### src/rtl/seq_mul_radix4_su.sv
// Iterative radix-4 multiplier, unsigned/signed operand modes, exact 2*WIDTH-bit product.
// Latency: WIDTH/2 cycles from accept edge to out_valid; one result per WIDTH/2+1 cycles streaming.
// Backpressure: result held in DONE until out_ready; new operands accepted only in IDLE or on the DONE handshake.
module seq_mul_radix4_su #(
  parameter int WIDTH = 8
) (
  input  logic                 clk,
  input  logic                 rst,
  input  logic                 in_valid,
  output logic                 in_ready,
  input  logic [WIDTH-1:0]     in_a,
  input  logic [WIDTH-1:0]     in_b,
  input  logic [1:0]           in_mode,
  output logic                 out_valid,
  input  logic                 out_ready,
  output logic [2*WIDTH-1:0]   out_product,
  output logic [1:0]           out_mode
);

  localparam int N  = WIDTH / 2;
  localparam int KW = (N > 1) ? $clog2(N) : 1;
  localparam int PW = 2 * WIDTH;

  typedef enum logic [1:0] {
    IDLE = 2'd0,
    BUSY = 2'd1,
    DONE = 2'd2
  } state_t;

  state_t          r_state;
  logic [WIDTH-1:0] r_a;
  logic [WIDTH-1:0] r_b;
  logic [1:0]      r_mode;
  logic [PW-1:0]   r_acc;
  logic [KW-1:0]   r_k;
  logic            r_out_valid;

  logic [1:0]      w_mode_n;
  logic            w_accept;
  logic            w_a_signed;
  logic            w_last;
  logic            w_neg_digit;
  logic [1:0]      w_digit;
  logic [PW-1:0]   w_a_ext;
  logic [PW-1:0]   w_a_x2;
  logic [PW-1:0]   w_p0;
  logic [PW-1:0]   w_p1;
  logic [PW-1:0]   w_term;

  // Mode 11 is an alias of unsigned x unsigned and is stored/reported as 00.
  assign w_mode_n = (in_mode == 2'b11) ? 2'b00 : in_mode;

  assign in_ready = (r_state == IDLE) || ((r_state == DONE) && out_ready);
  assign w_accept = in_valid && in_ready;

  assign w_a_signed = (r_mode == 2'b01) || (r_mode == 2'b10);
  assign w_last     = (r_k == KW'(N - 1));
  // Top digit of a signed b carries weight -2 on its upper bit.
  assign w_neg_digit = w_last && (r_mode == 2'b10);
  assign w_digit     = 2'(r_b >> {r_k, 1'b0});

  assign w_a_ext = w_a_signed ? {{WIDTH{r_a[WIDTH-1]}}, r_a} : {{WIDTH{1'b0}}, r_a};
  assign w_a_x2  = {w_a_ext[PW-2:0], 1'b0};

  // Digit product built from the two digit bits: d0*a + d1*(+/-2a).
  assign w_p0   = w_digit[0] ? w_a_ext : '0;
  assign w_p1   = w_digit[1] ? (w_neg_digit ? ('0 - w_a_x2) : w_a_x2) : '0;
  assign w_term = (w_p0 + w_p1) << {r_k, 1'b0};

  assign out_valid   = r_out_valid;
  assign out_product = r_acc;
  assign out_mode    = r_mode;

  // Control FSM and datapath: latch on accept, accumulate one digit per BUSY cycle, hold in DONE.
  always_ff @(posedge clk or posedge rst) begin
    if (rst) begin
      r_state     <= IDLE;
      r_a         <= '0;
      r_b         <= '0;
      r_mode      <= 2'b00;
      r_acc       <= '0;
      r_k         <= '0;
      r_out_valid <= 1'b0;
    end else if (w_accept) begin
      r_state     <= BUSY;
      r_a         <= in_a;
      r_b         <= in_b;
      r_mode      <= w_mode_n;
      r_acc       <= '0;
      r_k         <= '0;
      r_out_valid <= 1'b0;
    end else begin
      case (r_state)
        BUSY: begin
          r_acc <= r_acc + w_term;
          r_k   <= r_k + 1'b1;
          if (w_last) begin
            r_state     <= DONE;
            r_out_valid <= 1'b1;
          end
        end
        DONE: begin
          if (out_ready) begin
            r_state     <= IDLE;
            r_out_valid <= 1'b0;
          end
        end
        default: begin
          r_state     <= IDLE;
          r_out_valid <= 1'b0;
        end
      endcase
    end
  end

endmodule

### config.mk
export PLATFORM = sky130hd
export DESIGN_NAME = seq_mul_radix4_su
export DESIGN_NICKNAME = d
export VERILOG_FILES = /design/src/rtl/seq_mul_radix4_su.sv
export SDC_FILE = /design/constraint.sdc
export NUM_CORES = 1
export LEC_CHECK = 0
export CAP_MARGIN = 30
export CORE_MARGIN = 1
export CORE_UTILIZATION = 33
export CTS_BUF_LIST = sky130_fd_sc_hd__clkbuf_2
export CTS_CLUSTER_SIZE = 20
export DETAILED_ROUTE_END_ITERATION = 8
export PLACE_DENSITY_LB_ADDON = 0.08
export REMOVE_ABC_BUFFERS = 1
export SKIP_LAST_GASP = 1
export SLEW_MARGIN = 30
export SYNTH_ARGS = -nofsm -noshare
export SYNTH_HDL_FRONTEND = slang
export SYNTH_SLANG_ARGS = --single-unit
### constraint.sdc
create_clock -name clk -period 6.65 [get_ports clk]
set_clock_uncertainty 0.2 [all_clocks]
set_input_delay 1.33 -clock clk [delete_from_list [all_inputs] [get_ports clk]]
set_output_delay 1.33 -clock clk [all_outputs]
set_load 0.02 [all_outputs]
==> metrics.yaml <==
finalNetCount: 526
synth_compound_area_frac: 0.211
leakagePower_nw: 1.85
dp_hpwl_um: 6440
synth.avg_cell_area_um2: 7.93
core-area_um2: 9910
cts_setup_buffers: 0
yosys_most_used_dff: "dfrtp_1"
cp.arrival_ps: 5910
synth_xor_area_frac: 0.0660
peakVddDrop_v: 0.000201
p_sw_frac: 0.504
holdWs_ps: 301
path_clk_slew_ps: 240
grt_use_total: 0.164
first_iter_violations: 175
synth_top_cell_by_area: "dfrtp_1"
cpPeakStageDelay_ps: 800
routed_wl_um: 8610
grt_max_degree: 39
cts_made_buffers: 5
ant_nets: 0
fin_crit_ps: 5760
synth_edf_count: 0
maxCapViolations: 0
required_ps: 6800
timing.rr.end: "out_product[15]$_DFFE_PP0P_"
whs_endpoint: "out_product[15]$_DFFE_PP0P_"
r2r_slack_ps: 890
drt_first_pass_iters: 4
detail_route.vias_per_cell: 5.17
port_buffers: 41
synthSimpleGateAreaFrac: 0.230
outcome: "completed"
finalNonFillerCells: 604
final_cell_area_um2: 4070
p_comb_frac: 0.733
rsz0062_at_grt: "no"
place_area_um2: 3970
vias: 3122
synthTopCellsByArea: "dfrtp_1, ha_1, nand2_1, o21ai_0, nor2_1"
seq_power_share: 0.188
setup_violations: 0
gp_congestion: 0.814
synth.cell_area_um2: 3430
cts_root_buf: "clkbuf_2"
place_inst: 595
cts_tree: "built"
syn_to_final_growth_pct: 18.6
reg2reg_depth: 24
post-place-ws_ps: 941
yosys_register_bits: 38
cp_num_buf_inv: 0
fin_total_pwr_mw: 2.46
p_switching_mw: 1.24
clkSinkCount: 38
end_kind: "flop"
clk_path_buf_depth: 2
path_class: "flop to flop"
ys_warn_count: 0
crit_cells: 24
crit_chain: "ha_1 -> nand2_1 -> mux2i_1 -> or2_2 -> fa_1 -> nor2b_1 -> o31a_1 -> o21a_1 -> nor2_1 -> xnor2_1 -> nand2_1 -> nand2_1 -> nor2_1 -> a21oi_1 -> ha_1 -> a21o_1 -> a21oi_1 -> a21oi_1 -> a31oi_1 -> a21boi_0 -> a31o_2 -> a221o_1 -> a31oi_1 -> mux2i_1"
die_y_um: 104
setup_tns_ps: 0
start_util: 0.346
dieWidth_um: 104
cts_hold_buf: 0
synthCells: 433
worstSkewPairLatency_ps: 420
holdCritPathClass: "flop to flop"
setup_slack_ps: 887
pwr_density_cell_nw_per_um2: 605
drv_slew: 0
fin_util: 0.411
finalHoldViolCount: 0
synth_cell_types: 54
num_rows: 36
tightest_slew_ps: 702
slowest_stage: "dfrtp_1"
synth_fa_ha_area_frac: 0.128
yosysSeqAreaShare: 0.277
grt_pass1_wl_um: 14500
grt_overflow: 0
r2r-start: "r_k[0]$_DFFE_PP0P_"
p_clk_frac: 0.079
num_antenna_cells: 0
fin_crit_sh: 0.867
synthArstFlopShare: 1.00
worstHoldStart: "out_product[15]$_DFFE_PP0P_"
antenna_found_initial: 0
drc: 0
hold_depth: 1
crit_fanout: 18
crit_family: "compound AO/OA/AOI/OAI gates"
ios: 42
drive_above_1_share: 0.0573
grt_pass1_vias: 2967
yosysTopAreaCellShare: 0.277
htree_levels: 2
cts_resized: 0
intPower_mw: 1.22
synth_mux_area_frac: 0.0521
crit_path_start_kind: "flop"
wl_per_cell_um: 14.2
synth_top_family_by_area: "simple AND/OR/NAND/NOR gates"
die_area_um2: 10800
fmax_mhz: 174
relSlewSlack: 0.527
worst register-to-register path: cells and delay by family, from the launching register on:
| kind | cells | cell delay (ps) |
|---|---|---|
| xor+xnor | 1 | 270 |
| flops | 1 | 800 |
| compound gates | 11 | 2030 |
| mux | 2 | 260 |
| simple gates | 7 | 1060 |
| fa+ha+maj | 3 | 1090 |
area by class of cell:
| type | count | area, µm² |
|---|---|---|
| repair buffers | 45 | 444 |
| clock buffers | 5 | 25.0 |
| clock inverters | 3 | 63.8 |
| multi-input cells | 365 | 2360 |
| fillers | 1046 | 5840 |
| inverters | 15 | 56.3 |
| flip-flops and latches | 38 | 951 |
| well taps | 133 | 166 |
registers in the layout (all words and copies together) (netlist names):
register and count:
out_product 16, r_a 8, r_b 8, out_mode 2
r_k 2, r_state 2
metal layers:
metal,routed length (µm),vias up,global-route usage
met5,0,-,0
met4,68,0,0.0357
met3,190,5,0.0201
met2,3970,38,0.266
met1,4380,1465,0.232
li1,-,1614,-
placed cells by master, fill, tap and decap left out, types with 4 or more instances in the layout:
cell type	count
xor2_1	9
or2_2	4
nand2_1	69
and2_1	9
a21o_1	8
dfrtp_1	38
clkbuf_2	5
clkdlybuf4s50_1	41
nor2_1	47
xnor2_1	15
inv_1	15
nand2b_1	4
mux2i_1	10
a211oi_1	5
o21a_1	5
nor3_1	7
or3_1	5
a21oi_1	29
o21ai_0	36
a31oi_1	11
ha_1	32
nand3_1	14
power groups by stage:
stage               clock network, mW  registers [mW]  logic (mW)
global route                    0.208           0.483        2.03
CTS                             0.199           0.465        1.82
finish                          0.195           0.463        1.80
floorplan                           0           0.514        1.28
detailed placement                  0           0.471        1.81
global placement                    0           0.471        1.80
synthesized netlist by cell type (3+ instances only):
cell type,instances
o31a_1,3
inv_1,15
o21bai_1,3
clkbuf_1,12
and2_1,9
xor2_1,9
nor2_1,47
mux2i_1,10
mux2_2,3
a21o_1,8
dfrtp_1,38
a21oi_1,29
nand3_1,14
nand2_1,69
ha_1,32
nand2b_1,5
a211oi_1,5
or3_1,5
o21a_1,5
nand3b_1,3
xnor2_1,15
o21ai_0,36
or2_2,4
o31ai_1,3
a31oi_1,11
nor3_1,7
how the worst max path moves through the flow:
stage,to,from
after CTS,out_product[15]$_DFFE_PP0P_,r_k[0]$_DFFE_PP0P_
after detailed placement,out_product[15]$_DFFE_PP0P_,r_k[0]$_DFFE_PP0P_
after global placement,out_product[15]$_DFFE_PP0P_,r_k[0]$_DFFE_PP0P_
after floorplan,out_product[15]$_DFFE_PP0P_,r_k[1]$_DFFE_PP0P_
after global routing,out_product[15]$_DFFE_PP0P_,r_k[0]$_DFFE_PP0P_
final,out_product[15]$_DFFE_PP0P_,r_k[0]$_DFFE_PP0P_
cell families after synthesis:
logic type	Yosys count
xor+xnor	25
compound gates	117
fa+ha+maj	34
mux	15
buf+inv	30
simple gates	174
flops	38
Power figures use the tool's default switching activity.
